### config.mk
export PLATFORM = sky130hd
export DESIGN_NAME = key_debounce_sched
export DESIGN_NICKNAME = d
export VERILOG_FILES = /design/src/rtl/key_debounce_sched.sv
export SDC_FILE = /design/constraint.sdc
export NUM_CORES = 1
export LEC_CHECK = 0
export ABC_AREA = 0
export BUFFER_PORTS_ARGS = -buffer_cell sky130_fd_sc_hd__buf_2
export CORE_AREA = 2 2 80 82
export DETAILED_ROUTE_END_ITERATION = 8
export DIE_AREA = 0 0 82 84
export PLACE_DENSITY = 0.77
export SLEW_MARGIN = 25
export SYNTH_ARGS = -nofsm -noshare
export SYNTH_HDL_FRONTEND = slang
export SYNTH_SLANG_ARGS = --single-unit
export TNS_END_PERCENT = 1
### constraint.sdc
create_clock -name clk -period 2.5 [get_ports clk]
set_clock_uncertainty 0.15 [all_clocks]
set_input_delay 0.25 -clock clk [delete_from_list [all_inputs] [get_ports clk]]
set_output_delay 0.25 -clock clk [all_outputs]
set_load 0.05 [all_outputs]
### src/rtl/key_debounce_sched.sv
// Key debouncer: shared sample prescaler, per-key 4-state debounce FSM, and a round-robin
// arbiter that merges accepted presses into one valid/ready event stream.
module key_debounce_sched #(
    parameter int unsigned NUM_KEYS     = 4,
    parameter int unsigned PRESCALE     = 262144,
    parameter int unsigned STABLE_TICKS = 8
) (
    input  logic                        clk,
    input  logic                        rst,
    input  logic [NUM_KEYS-1:0]         sw,
    output logic [NUM_KEYS-1:0]         db_level,
    output logic [NUM_KEYS-1:0]         db_tick,
    output logic                        evt_valid,
    output logic [$clog2(NUM_KEYS)-1:0] evt_id,
    input  logic                        evt_ready,
    output logic                        evt_overflow
);

    localparam int unsigned IdW  = $clog2(NUM_KEYS);
    localparam int unsigned PreW = $clog2(PRESCALE);
    localparam logic [PreW-1:0] PreLast = PreW'(PRESCALE - 1);
    localparam logic [3:0]      CntLast = 4'(STABLE_TICKS - 1);
    localparam logic [IdW-1:0]  IdLast  = IdW'(NUM_KEYS - 1);

    typedef enum logic [1:0] {StIdle, StDelay0, StOne, StDelay1} state_e;

    logic [NUM_KEYS-1:0] sync1_q, sw_s_q;
    logic [PreW-1:0]     pre_cnt_q, pre_cnt_d;
    logic                tick;

    state_e     state_q [NUM_KEYS];
    state_e     state_d [NUM_KEYS];
    logic [3:0] cnt_q   [NUM_KEYS];
    logic [3:0] cnt_d   [NUM_KEYS];

    logic [NUM_KEYS-1:0] press;
    logic [NUM_KEYS-1:0] db_level_q, db_level_d, db_tick_q;
    logic [NUM_KEYS-1:0] pending_q, pending_d, clr, cand;
    logic                evt_valid_q, evt_valid_d, ovf_q, ovf_d, handshake, found;
    logic [IdW-1:0]      evt_id_q, evt_id_d, last_grant_q, last_grant_d, nxt_id, idx;

    assign tick      = (pre_cnt_q == PreLast);
    assign pre_cnt_d = tick ? '0 : pre_cnt_q + 1'b1;

    always_comb begin
        press = '0;
        for (int unsigned i = 0; i < NUM_KEYS; i++) begin
            state_d[i] = state_q[i];
            cnt_d[i]   = cnt_q[i];
            case (state_q[i])
                StIdle: begin
                    if (sw_s_q[i]) begin
                        cnt_d[i]   = '0;
                        state_d[i] = StDelay0;
                    end
                end
                StDelay0: begin
                    if (!sw_s_q[i]) begin
                        state_d[i] = StIdle;
                    end else if (tick) begin
                        if (cnt_q[i] == CntLast) begin
                            state_d[i] = StOne;
                            press[i]   = 1'b1;
                        end else begin
                            cnt_d[i] = cnt_q[i] + 4'd1;
                        end
                    end
                end
                StOne: begin
                    if (!sw_s_q[i]) begin
                        cnt_d[i]   = '0;
                        state_d[i] = StDelay1;
                    end
                end
                StDelay1: begin
                    if (sw_s_q[i]) begin
                        state_d[i] = StOne;
                    end else if (tick) begin
                        if (cnt_q[i] == CntLast) begin
                            state_d[i] = StIdle;
                        end else begin
                            cnt_d[i] = cnt_q[i] + 4'd1;
                        end
                    end
                end
                default: state_d[i] = StIdle;
            endcase
            db_level_d[i] = (state_d[i] == StOne) || (state_d[i] == StDelay1);
        end
    end

    always_comb begin
        handshake = evt_valid_q & evt_ready;
        clr       = '0;
        if (handshake) begin
            clr[evt_id_q] = 1'b1;
        end
        // The key just granted is masked out so a coincident re-press waits its turn.
        cand         = pending_q & ~clr;
        pending_d    = press | cand;
        ovf_d        = ovf_q | (|(press & pending_q & ~clr));
        last_grant_d = handshake ? evt_id_q : last_grant_q;

        found  = 1'b0;
        nxt_id = evt_id_q;
        idx    = '0;
        for (int unsigned k = 1; k <= NUM_KEYS; k++) begin
            idx = IdW'((32'(last_grant_d) + k) % NUM_KEYS);
            if (!found && cand[idx]) begin
                found  = 1'b1;
                nxt_id = idx;
            end
        end

        evt_valid_d = evt_valid_q;
        evt_id_d    = evt_id_q;
        if (!evt_valid_q || handshake) begin
            evt_valid_d = found;
            evt_id_d    = nxt_id;
        end
    end

    always_ff @(posedge clk) begin
        if (rst) begin
            sync1_q      <= '0;
            sw_s_q       <= '0;
            pre_cnt_q    <= '0;
            db_level_q   <= '0;
            db_tick_q    <= '0;
            pending_q    <= '0;
            evt_valid_q  <= 1'b0;
            evt_id_q     <= '0;
            last_grant_q <= IdLast;
            ovf_q        <= 1'b0;
            for (int unsigned i = 0; i < NUM_KEYS; i++) begin
                state_q[i] <= StIdle;
                cnt_q[i]   <= '0;
            end
        end else begin
            sync1_q      <= sw;
            sw_s_q       <= sync1_q;
            pre_cnt_q    <= pre_cnt_d;
            db_level_q   <= db_level_d;
            db_tick_q    <= press;
            pending_q    <= pending_d;
            evt_valid_q  <= evt_valid_d;
            evt_id_q     <= evt_id_d;
            last_grant_q <= last_grant_d;
            ovf_q        <= ovf_d;
            for (int unsigned i = 0; i < NUM_KEYS; i++) begin
                state_q[i] <= state_d[i];
                cnt_q[i]   <= cnt_d[i];
            end
        end
    end

    assign db_level     = db_level_q;
    assign db_tick      = db_tick_q;
    assign evt_valid    = evt_valid_q;
    assign evt_id       = evt_id_q;
    assign evt_overflow = ovf_q;

endmodule
## Yosys cells after proc, flatten, opt, wreduce, memory -nomap -nowiden

Memory sizes are Yosys's and may differ from the RTL's.
Index checks and enable logic that the tools add are counted.

| storage, ports and cells | value |
|---|---|
| word-level logic and storage cells | 199 |
| output and inout port bits | 12 |
| bits in latches | 0 |
| bits in writable memories | 24 |
| ROM bits | 0 |
| memories kept | 2 |
| register bits after elaboration | 44 |

| operators by class | value |
|---|---|
| shift operators | 0 |
| bitwise gates (word level) | 15 |
| reduce and logical (&&, ||, !) cells | 21 |
| add/sub/neg operators | 9 |
| div/mod/pow operators | 0 |
| multipliers | 0 |
| order comparisons | 6 |
| eq/ne operators | 25 |
| muxes and demuxes | 111 |

Memory list:

| memory | depth | width | rd ports | clocked after Yosys merged registers in | write ports | line | source |
|---|---|---|---|---|---|---|---|
| cnt_q | 4 | 4 | 4 | 0 | 4 | 33 | `logic [3:0] cnt_q [NUM_KEYS];` |
| state_q | 4 | 2 | 4 | 0 | 4 | 31 | `state_e state_q [NUM_KEYS];` |

Operators with widths:

| cell | count |
|---|---|
| two-way mux 4 bit | 29 |
| two-way mux 2 bit | 41 |
| case mux 4 bit (4 select lines) | 4 |
| == test 2 bit, second input constant | 16 |
| case mux 2 bit (4 select lines) | 4 |
| two-way mux 1 bit | 28 |
| adder 18 x 1 -> 18 bit, second input constant | 1 |
| == test 18 bit, second input constant | 1 |
| adder 4 x 1 -> 4 bit, second input constant | 4 |
| == test 4 x 3 -> 1 bit, second input constant | 4 |
| less-than comparator 2 x 3 -> 1 bit, second input constant | 5 |
| AND 4 bit | 3 |
| bitwise OR 1 bit | 9 |
| binary-select mux 1 bit (select 2 bit) | 4 |
| == test 2 x 1 -> 1 bit, second input constant | 4 |
| zero test 2 bit | 4 |
| logical OR 1 bit | 5 |
| adder 2 x 1 -> 2 bit, second input constant | 2 |
| adder 2 bit, second input constant | 2 |
| logical AND 1 bit | 4 |
| zero test 1 bit | 4 |
| NOT 4 bit | 1 |
| bitwise OR 4 bit | 1 |
| nonzero test 4 bit | 1 |
| 6 further kinds | 6 |

## Longest topological paths before layout

| depth | value |
|---|---|
| depth after elaboration | 20 |
| mapped depth | 7 |
| gate-level depth less buffers | 6 |

## Worst setup path before layout

No wires, ideal clock.

| timing | value |
|---|---|
| path type | register -> register |
| from | reg evt_valid_q, in the netlist evt_valid |
| to | reg evt_id_q[1], in the netlist evt_id[1] |
| slack | 0.328 ns |
| setup time | 0.101 ns |
| buffers on the path | 1 |
| clock period less this slack | 2.172 ns |
| stages on the path, launching flop included | 7 |
| arrival | 1.921 ns |
| required time | 2.249 ns |
| path through | dfxtp_1 -> clkbuf_1 -> a21boi_0 -> or2_2 -> nor3_1 -> nor4_1 -> o41ai_1 |

| between the ends | value |
|---|---|
| longest elaborated chain between the ends | 17 |
| elaborated cells between the ends (all ways) | 34 |
| those cells by class | add/sub: 4; mux: 17; bitwise: 3; reduce/logical: 10 |

RTL lines:

| what | line | source |
|---|---|---|
| start, declared | 39 | `logic evt_valid_q, evt_valid_d, ovf_q, ovf_d, handshake, found;` |
| start signal, assigned | 146 | `evt_valid_q <= evt_valid_d;` |
| parallel branches: the longest is 17 deep, another holds adder 2 x 1 -> 2 bit | - |  |
| end signal, assigned | 147 | `evt_id_q <= evt_id_d;` |
| end, declared | 40 | `logic [IdW-1:0] evt_id_q, evt_id_d, last_grant_q, last_grant_d, nxt_id, idx;` |

Parallel ways; which one is timed is not known. The select of a mux whose other input is x is not followed.
A chain may end at the register's enable or synchronous reset.

## Worst setup path in the final report

| timing | value |
|---|---|
| from | reg pre_cnt_q[0] |
| to | reg db_level_q[3], in the netlist db_level[3] |

| between the ends | value |
|---|---|
| longest elaborated chain between the ends | 6 |
| elaborated cells between the ends (all ways) | 9 |
| those cells by class | eq/ne: 3; mux: 5; reduce/logical: 1 |

RTL lines:

| what | line | source |
|---|---|---|
| start, declared | 28 | `logic [PreW-1:0] pre_cnt_q, pre_cnt_d;` |
| start signal, assigned | 142 | `pre_cnt_q <= pre_cnt_d;` |
| == test 18 bit (*) | 42 | `assign tick = (pre_cnt_q == PreLast);` |
| two-way mux 2 bit, on equally long branches | 78, 60 |  |
| two-way mux 2 bit, on equally long branches | 76, 58 |  |
| case mux 2 bit (4 select lines) (*) | 50 | `case (state_q[i])` |
| == test 2 bit | 88 | `db_level_d[i] = (state_d[i] == StOne) \|\| (state_d[i] == StDelay1);` |
| logical OR 1 bit (*) | 88 |  |
| end signal, assigned | 143 | `db_level_q <= db_level_d;` |
| end, declared | 37 | `logic [NUM_KEYS-1:0] db_level_q, db_level_d, db_tick_q;` |

Every way passes the cells marked *; elsewhere a longest branch is shown, timed or not.

==> summary.txt <==
Drt
  • Drt wl/cell: 13.3 um
  • Post-DRT Antenna Nets: 0
  • Vias per std cell: 5.63
  • Initial drt markers: 112
  • DR DRC count: 0
  • Total Wirelength: 5890 um
  • Number of detailed-route iterations in the first pass: 4
  • Via count: 2,499

Global routing
  • GRT Residual Overflow: 0
  • Largest net degree at the start of global routing: 29
  • Initial antenna violation count: 0
  • Vias in the first global route: 2,321
  • GRT Resource Usage Total: 18.3%
  • First-pass GRT wire length: 9930 um

Setup path
  • CP top delay family: simple AND/OR/NAND/NOR gates
  • R2R cell count: 6
  • WP depth: 6
  • Top fanout value on the critical path: 6
  • CP max stage delay: 0.53 ns
  • Worst setup SP type: flip-flop
  • Setup crit end kind: flip-flop
  • WP buf/inv: 0
  • Reg2reg setup slack: 0.38 ns
  • Critical path cell sequence: ha_1 -> and2_1 -> nand4_1 -> nor3_1 -> mux2i_1 -> nor2_1
  • Crit Path Class: reg -> reg
  • Crit path DAT: 2.18 ns
  • Worst path slowest cell: nor3_1
  • Worst Path Required: 2.57 ns

Die
  • Num rows: 29
  • Die area: 6890 um2
  • Die width: 82 um
  • Chip height: 84 um
  • Number of top-level pins: 19
  • Total core area: 6100 um2
  • Starting density of the core: 48.4%

Power and ir drop
  • PwrDens: 597 nW/um2
  • Peak VDD IR: 0.328 mV
  • P_leak: 1.25 nW

Placement
  • Port Buffers: 18
  • Placer's final routability congestion estimate: 0.928
  • Placement Cell Area: 3130 um2
  • DP HPWL: 4170 um
  • Post-placement cell count: 424

Timing
  • Final period util: 84.6%
  • Fmax: 473 MHz
  • Max-slew violations: 0
  • Fin. Hold Viols: 0
  • Slew headroom: 64.0%
  • Worst slew pin tran: 0.536 ns
  • Final setup violation count: 0
  • RSZ-0062 raised after global routing: false
  • Final min period: 2.12 ns
  • Setup TNS: 0 ns

Clock tree
  • Root Buffer: clkbuf_8
  • # H-tree levels: 3
  • Cts repair resizes: 0
  • TritonCTS clock tree: yes
  • Worst-Skew Late Latency: 0.35 ns
  • Clk buf depth: 2
  • CTS Buf Count: 9
  • CTS sink cnt: 64
  • Clock Pin Slew Worst Setup and Hold Paths: 0.08 ns

Synthesis
  • Post-synthesis sequential area ratio: 43.4%
  • Number of synthesized flops with an enable pin: 0
  • Synthesized-area fraction occupied by adder cells: 2.12%
  • Post-synthesis area per instance: 8.81 um2
  • Post-Syn Area: 2950 um2
  • Mapped Cells: 335
  • Top_reg_cell synth: dfxtp_1
  • YS warnings: 0
  • Simple-Gate Fraction of Synth Area: 28.8%
  • Post-synthesis register bit count: 64
  • Compound-Gate Fraction of Synth Area: 14.8%
  • Post-Synth XOR/XNOR Area: 6.23%
  • Synth cell types: 47
  • FFs w/ async S/R, synth: 0%
  • Syn Nets: 347
  • Mux contribution to synthesized area: 1.70%
  • Main combinational cell family by area after synthesis: simple AND/OR/NAND/NOR gates

Layout
  • Fin cells: 444
  • Design area: 3370 um2
  • Final #Nets: 374
  • Number of diodes: 0
  • Area growth, synth to finish: 14.1%
  • Share of cells above drive strength 1: 13.4%

Outcome
  • Outcome: completed

Run
  • Maxcap violations: 0

Hold path
  • Type of the most critical hold path: in -> reg
  • Hold Path Stages: 3
[stage by stage]
stage	util [%]	hold slack (ns)	setup WS, ns	power, mW
3_3_place_gp	51.3	0.267	0.457	1.12
4_1_cts	55.3	0.177	0.345	2.03
6_report	55.3	0.198	0.384	2.01
2_1_floorplan	-	0.228	0.328	1.11
5_1_grt	55.3	0.201	0.180	2.08
3_5_place_dp	51.3	0.284	0.358	1.12
[final cells by class]
type,instances,area (um2)
Clock buffer,9,124
Clock inverter,7,78.8
Fill cell,541,2730
Inverter,6,22.5
Multi-Input combinational cell,252,1580
Sequential cell,64,1280
Tap cell,77,96.3
Timing Repair Buffer,29,183
[metal layers]
metal  part of all wire, %  vias up  GRT usage, %
li1                      -     1258             -
met1                    47     1187          21.7
met2                    48       44          30.5
met3                   3.7       10          4.55
met4                   1.8        0          8.48
met5                     0        -             0
[worst reg2reg max path, stage by stage (launching register included)]
cell and delay (ns):
dfxtp_1 0.38, ha_1 0.23, and2_1 0.16, nand4_1 0.25
nor3_1 0.54, mux2i_1 0.24, nor2_1 0.05
[synth_stat cells (3+ instances only)]
library cell | n | area [um2]
o21bai_1 | 5 | 37.5
nand3_1 | 15 | 75.1
clkbuf_1 | 8 | 30.0
mux2i_1 | 5 | 50.1
o211ai_1 | 3 | 22.5
nand2_1 | 13 | 48.8
nor2_1 | 35 | 131
nand3b_1 | 3 | 22.5
a31oi_1 | 6 | 37.5
xnor2_1 | 12 | 105
inv_1 | 6 | 22.5
and3b_1 | 4 | 35.0
dfxtp_1 | 64 | 1280
o21ai_0 | 19 | 95.1
or3_1 | 9 | 56.3
a211oi_1 | 3 | 22.5
nand4b_1 | 5 | 43.8
nor2b_1 | 11 | 68.8
a21oi_1 | 21 | 105
or2_2 | 5 | 31.3
a21boi_1 | 3 | 22.5
nand2b_1 | 6 | 37.5
nor3b_1 | 3 | 22.5
nand4_1 | 11 | 68.8
and3_1 | 7 | 43.8
xor2_1 | 9 | 78.8
nor4_1 | 3 | 18.8
ha_1 | 5 | 62.6
buf_4 | 4 | 30.0
nor3_1 | 8 | 40.0
and2_1 | 4 | 25.0
[report_power, final]
group / internal (mW) / switching, mW / leakage (nW)
clock: 0.468 / 0.440 / 0.0925
combinational: 0.0262 / 0.0369 / 0.641
sequential: 1.03 / 0.00953 / 0.518
total: 1.53 / 0.486 / 1.25
[cell families (layout without fill, tap and decap cells)]
logic type               count (synthesis)  count (layout)
AND/OR/NAND/NOR                        149             149
AO/OA/AOI/OAI                           72              72
flip-flops                              64              64
XOR/XNOR                                21              21
buffers and inverters                   19              51
adder cells (fa/ha/maj)                  5               5
multiplexers                             5               5
[final timing paths]
check                     startpoint                      to
max          pre_cnt_q[0]$_SDFF_PP0_  db_level[3]$_SDFF_PP0_
min                        evt_ready  evt_valid$_SDFFE_PP0P_
max reg2reg  pre_cnt_q[0]$_SDFF_PP0_  db_level[3]$_SDFF_PP0_
min reg2reg    sync1_q[0]$_SDFF_PP0_    sw_s_q[0]$_SDFF_PP0_
[cells in the final DEF (no fill, tap or decap), types with 8 or more instances in the layout]
master,Yosys,routed
a21oi_1,21,21
buf_2,1,18
xnor2_1,12,12
or3_1,9,9
clkbuf_8,0,9
nand2_1,13,13
nand4_1,11,11
nor2_1,35,35
dfxtp_1,64,64
xor2_1,9,9
nor2b_1,11,11
nand3_1,15,15
o21ai_0,19,19
nor3_1,8,8
[registers in the layout, indices dropped and copies added (netlist names)]
signal / count
cnt_q: 16
evt_id: 2
state_q: 5
evt_valid: 1
pending_q: 4
sync1_q: 4
db_tick: 4
last_grant_q: 2
evt_overflow: 1
pre_cnt_q: 18
sw_s_q: 4
db_level: 3
[what timing repair did]
item	in CTS	in global routing
hold buffers	4	0
buffers inserted	0	0
endpoints found under the hold margin	4	0
Note: power is estimated with default switching activity, not from simulation.
